[src/rtl/uart_rx_fifo_if.sv]
// rtl/uart_rx_fifo_if.sv - Push/pop/status bundle between the UART receiver side and the RX FIFO
// The slave modport is the FIFO itself. The master modport is the receiver plus the consumer.
interface uart_rx_fifo_if #(
    parameter int WORD_BITS = 8,
    parameter int ADDR_BITS = 4
);
    logic                 wr_i;
    logic [WORD_BITS-1:0] wr_data_i;
    logic                 rd_i;
    logic                 ovf_clr_i;
    logic [WORD_BITS-1:0] rd_data_o;
    logic                 empty_o;
    logic                 full_o;
    logic [ADDR_BITS:0]   count_o;
    logic                 overflow_o;

    modport master (
        output wr_i,
        output wr_data_i,
        output rd_i,
        output ovf_clr_i,
        input  rd_data_o,
        input  empty_o,
        input  full_o,
        input  count_o,
        input  overflow_o
    );

    modport slave (
        input  wr_i,
        input  wr_data_i,
        input  rd_i,
        input  ovf_clr_i,
        output rd_data_o,
        output empty_o,
        output full_o,
        output count_o,
        output overflow_o
    );
endinterface

[src/rtl/uart_rx_fifo.sv]
// rtl/uart_rx_fifo.sv - First-word-fall-through receive FIFO with sticky overflow flag
// Pointers carry one extra wrap bit so that full and empty can be told apart without a counter.
module uart_rx_fifo #(
    parameter int WORD_BITS = 8,
    parameter int ADDR_BITS = 4
) (
    input  logic            clk_i,
    input  logic            reset_n_i,
    uart_rx_fifo_if.slave   bus
);
    logic [WORD_BITS-1:0] r_mem [2**ADDR_BITS];
    logic [ADDR_BITS:0]   r_wr_ptr;
    logic [ADDR_BITS:0]   r_rd_ptr;
    logic                 r_ovf;

    logic w_empty;
    logic w_full;
    logic w_push;
    logic w_pop;
    logic w_ovf_set;

    assign w_empty = (r_wr_ptr == r_rd_ptr);
    assign w_full  = (r_wr_ptr[ADDR_BITS] != r_rd_ptr[ADDR_BITS]) &&
                     (r_wr_ptr[ADDR_BITS-1:0] == r_rd_ptr[ADDR_BITS-1:0]);

    // A pop on a full FIFO frees a slot on the same edge, so the push may proceed.
    assign w_push    = bus.wr_i && (!w_full || bus.rd_i);
    assign w_pop     = bus.rd_i && !w_empty;
    assign w_ovf_set = bus.wr_i && w_full && !bus.rd_i;

    // Storage is deliberately not reset; empty_o masks stale contents on the read port.
    always_ff @(posedge clk_i) begin
        if (w_push) begin
            r_mem[r_wr_ptr[ADDR_BITS-1:0]] <= bus.wr_data_i;
        end
    end

    always_ff @(posedge clk_i or negedge reset_n_i) begin
        if (!reset_n_i) begin
            r_wr_ptr <= '0;
            r_rd_ptr <= '0;
        end else begin
            if (w_push) begin
                r_wr_ptr <= r_wr_ptr + 1'b1;
            end
            if (w_pop) begin
                r_rd_ptr <= r_rd_ptr + 1'b1;
            end
        end
    end

    // A dropped push in the same cycle as a clear keeps the flag set.
    always_ff @(posedge clk_i or negedge reset_n_i) begin
        if (!reset_n_i) begin
            r_ovf <= 1'b0;
        end else if (w_ovf_set) begin
            r_ovf <= 1'b1;
        end else if (bus.ovf_clr_i) begin
            r_ovf <= 1'b0;
        end
    end

    assign bus.empty_o    = w_empty;
    assign bus.full_o     = w_full;
    assign bus.count_o    = r_wr_ptr - r_rd_ptr;
    assign bus.overflow_o = r_ovf;
    assign bus.rd_data_o  = w_empty ? '0 : r_mem[r_rd_ptr[ADDR_BITS-1:0]];
endmodule

[src/flat_wrapper.sv]
// flat-port wrapper written by rule: the top's interface ports become plain ports
module uart_rx_fifo_flat 
#(
    parameter int WORD_BITS = 8,
    parameter int ADDR_BITS = 4
)
  (clk_i, reset_n_i, bus_wr_i, bus_wr_data_i, bus_rd_i, bus_ovf_clr_i, bus_rd_data_o, bus_empty_o, bus_full_o, bus_count_o, bus_overflow_o);
  uart_rx_fifo_if #(.WORD_BITS(WORD_BITS), .ADDR_BITS(ADDR_BITS)) bus_i ();
  input  logic clk_i;
  input  logic reset_n_i;
  input wire logic [$bits(bus_i.wr_i)-1:0] bus_wr_i;
  input wire logic [$bits(bus_i.wr_data_i)-1:0] bus_wr_data_i;
  input wire logic [$bits(bus_i.rd_i)-1:0] bus_rd_i;
  input wire logic [$bits(bus_i.ovf_clr_i)-1:0] bus_ovf_clr_i;
  output wire logic [$bits(bus_i.rd_data_o)-1:0] bus_rd_data_o;
  output wire logic [$bits(bus_i.empty_o)-1:0] bus_empty_o;
  output wire logic [$bits(bus_i.full_o)-1:0] bus_full_o;
  output wire logic [$bits(bus_i.count_o)-1:0] bus_count_o;
  output wire logic [$bits(bus_i.overflow_o)-1:0] bus_overflow_o;
  assign bus_i.wr_i = bus_wr_i;
  assign bus_i.wr_data_i = bus_wr_data_i;
  assign bus_i.rd_i = bus_rd_i;
  assign bus_i.ovf_clr_i = bus_ovf_clr_i;
  assign bus_rd_data_o = bus_i.rd_data_o;
  assign bus_empty_o = bus_i.empty_o;
  assign bus_full_o = bus_i.full_o;
  assign bus_count_o = bus_i.count_o;
  assign bus_overflow_o = bus_i.overflow_o;
  uart_rx_fifo #(.WORD_BITS(WORD_BITS), .ADDR_BITS(ADDR_BITS)) u_core (.clk_i(clk_i), .reset_n_i(reset_n_i), .bus(bus_i));
endmodule
[config.mk]
export PLATFORM = sky130hd
export DESIGN_NAME = uart_rx_fifo_flat
export DESIGN_NICKNAME = d
export VERILOG_FILES = /design/src/rtl/uart_rx_fifo_if.sv /design/src/rtl/uart_rx_fifo.sv /design/src/flat_wrapper.sv
export SDC_FILE = /design/constraint.sdc
export NUM_CORES = 1
export LEC_CHECK = 0
export ABC_AREA = 1
export ABC_CLOCK_PERIOD_IN_PS = 2850
export BUFFER_PORTS_ARGS = -buffer_cell sky130_fd_sc_hd__buf_4
export CORE_MARGIN = 2
export CORE_UTILIZATION = 60
export DETAILED_ROUTE_END_ITERATION = 8
export GPL_TIMING_DRIVEN = 0
export PLACE_DENSITY_LB_ADDON = 0.2
export SETUP_SLACK_MARGIN = 0.1
export SLEW_MARGIN = 20
export SYNTH_ARGS = -nofsm -noshare
export SYNTH_HDL_FRONTEND = slang
export SYNTH_SLANG_ARGS = --single-unit
[constraint.sdc]
create_clock -name clk_i -period 2.85 [get_ports clk_i]
set_input_delay 0.7125 -clock clk_i [delete_from_list [all_inputs] [get_ports clk_i]]
set_output_delay 0.7125 -clock clk_i [all_outputs]
set_load 0.02 [all_outputs]
==> flow_summary.ini <==
[status]
outcome = complete, but fails checks
failed_checks = negative setup slack

[placement]
io_buffer_count = 28
routabilityCongestion = 0.839
place_inst = 685
place_hpwl_um = 9170

[synth]
synthesis.nets = 547
syn_inst = 524
syn_area_mm2 = 0.00600
ys_seq_area_share_pct = 68.6
synth_seq_cells = 139
synth.avg_cell_area_um2 = 11.5
yosysUniqueCellTypes = 26
ys_warn_count = 0

[worst_setup_path]
arrival_ns = 2.24
worstPathMaxFanout = 5
critPathKind = flop to primary output
required_ns = 2.14
cp-start-kind = flop
r2r_setup_slack_ns = 0.19
critPathCaptureType = primary output

[sta]
hold_violations = 0
finalCriticalPeriod_ns = 2.95
whs_ns = 0.380
finClkSkew_ns = 0.00630
worst_pin_slew_ns = 0.960
period_share_pct = 104
finalSetupViolations = 10
rsz0062_at_grt = true
setup_ws_ns = -0.103
slew_viol_final = 0
max_freq_ghz = 0.339
maxSlewHeadroom_pct = 35.8

[global_routing]
track_usage_pct = 30.4
antenna_found_initial = 0
grt.overflow.total = 0
grt_pass1_vias = 4391
grt_max_degree = 17
grt_pass1_wl_um = 24100

[pwr]
leakagePower_nw = 2.89
vdd_drop_max_uv = 1280
total_power_mw = 9.20
p_per_area_mw_per_mm2 = 1240

[clock_tree]
clockBufferDepth = 2
clk_latency_ns = 0.54
clk_pin_slew_ns = 0.06
cts-buffers-inserted = 17
clockRootBuffer = clkbuf_8
clock-sinks = 139
cts_tree = yes
h-tree-depth = 4

[floorplan]
die_area_mm2 = 0.0108
num_rows = 36
die_y_um = 104
core_mm2 = 0.00973
die_w_um = 104
io_pins = 29
start_util_pct = 61.7

[finish]
fin_util_pct = 76.2
nFillCells = 608
final_cell_count_no_fill = 738
n_antenna_cell = 0
area_delta_synth_final_pct = 23.6
nets = 615
layout-drive-gt1-share_pct = 23.1

[route]
drt_wl_total_um = 16000
viasPerCell = 6.04
first_pass_iters = 5
wl_per_cell_um = 21.7
antenna_left = 0
initialDrtViolationCount = 579
via_count = 4457
route.detailed.drc = 0

[worst_hold_path]
hold_class = primary input to flop

[run]
maxCapViolCount = 0
-- sequential cells by signal, indices dropped and copies added, names as in the netlist --
name                   cells
u_core.r_rd_ptr            5
u_core.r_mem             128
u_core.bus.overflow_o      1
u_core.r_wr_ptr            5
-- layout make-up --
type                    count  area, um^2  share of cell area, %
plain buffers              27         246                   3.32
clock buffers              24         470                   6.34
clock inverters             8         139                   1.87
inverters                  14        82.6                   1.11
multi-input cells         344        1790                   24.1
flip-flops and latches    139        4120                   55.5
well taps                 133         166                   2.24
repair buffers             49         408                   5.50
-- cells in the mapped netlist (all sizes together) --
master | number | share of area (%)
xnor2 | 3 | 0.56
a21oi | 10 | 0.83
nor3 | 1 | 0.083
clkinv | 1 | 0.062
ha | 9 | 1.9
edfxtp | 128 | 64
nand4 | 1 | 0.10
o21ai | 7 | 0.71
fa | 1 | 0.33
dfrtp | 11 | 4.6
nand3 | 102 | 8.5
nor2 | 19 | 1.4
buf | 21 | 2.3
xor2 | 9 | 1.3
nand2 | 182 | 12
clkbuf | 6 | 0.38
inv | 13 | 0.90
-- where the power goes --
group          internal [mW]  switching, mW
Clock                   1.48          0.795
Combinational           1.70           2.62
Sequential              2.48          0.127
-- per-stage QoR --
| stage | TNS, ns | setup slack [ns] | instance area (um^2) |
|---|---|---|---|
| CTS | -0.440 | -0.0643 | 7330 |
| global route | -1.29 | -0.156 | 7420 |
| finish | -0.786 | -0.103 | 7420 |
| floorplan | 0 | 0.165 | 6000 |
| global placement | -29.28 | -0.283 | 6380 |
| detailed placement | -38.72 | -0.412 | 6380 |
-- worst max-delay path: stages (launching register included) --
cell and delay (ns):
dfrtp_1 0.38, buf_6 0.16, inv_8 0.04, buf_12 0.12, ha_4 0.25, nand4_1 0.17
nor2_4 0.22, buf_6 0.17, a21oi_2 0.04, buf_4 0.15
-- routing by layer --
layer | wire (um) | GRT usage, % | share of wire, %
met1 | 5890 | 40.0 | 37
met2 | 7780 | 47.9 | 49
met3 | 1640 | 7.58 | 10
met4 | 667 | 14.8 | 4.2
met5 | 0 | 0 | 0
-- final timing paths --
kind	start	to	depth (start not counted)
setup / recovery	u_core.r_rd_ptr[1]	bus_rd_data_o[0]	9
hold / removal	bus_ovf_clr_i	u_core.bus.overflow_o	2
setup reg to reg	u_core.r_rd_ptr[1]	u_core.r_mem[14][7]	12
hold reg to reg	u_core.bus.overflow_o	u_core.bus.overflow_o	2
max in group asynchronous	reset_n_i	u_core.r_rd_ptr[0]	2
min in group asynchronous	reset_n_i	u_core.r_rd_ptr[4]	2
-- cells in the final DEF (no fill, tap or decap), drive strengths merged --
master	n
nand2	182
edfxtp	128
nand3	102
buf	69
clkbuf	30
nor2	19
inv	13
dfrtp	11
a21oi	10
xor2	9
ha	9
o21ai	7
clkinv	5
bufinv	4
xnor2	3
nand4	1
nor3	1
fa	1
dlygate4sd3	1
-- what timing repair did --
item | in CTS | in global routing
gates cloned | 1 | 0
hold buffers | 1 | 0
pin swaps | 11 | 8
hold endpoints to repair | 11 | 0
endpoints found under the setup margin | 143 | 99
buffers inserted | 15 | 5
resized for setup | 55 | 19
-- logic make-up (layout without fill, tap and decap cells) --
| logic type | Yosys count | count (layout) | synth area share, % |
|---|---|---|---|
| AO/OA/AOI/OAI | 17 | 17 | 1.54 |
| buffers and inverters | 41 | 122 | 3.67 |
| AND/OR/NAND/NOR | 305 | 305 | 22.1 |
| XOR/XNOR | 12 | 12 | 1.88 |
| adder cells (fa/ha/maj) | 10 | 10 | 2.21 |
| flip-flops | 139 | 139 | 68.6 |
Power figures use the tool's default switching activity.
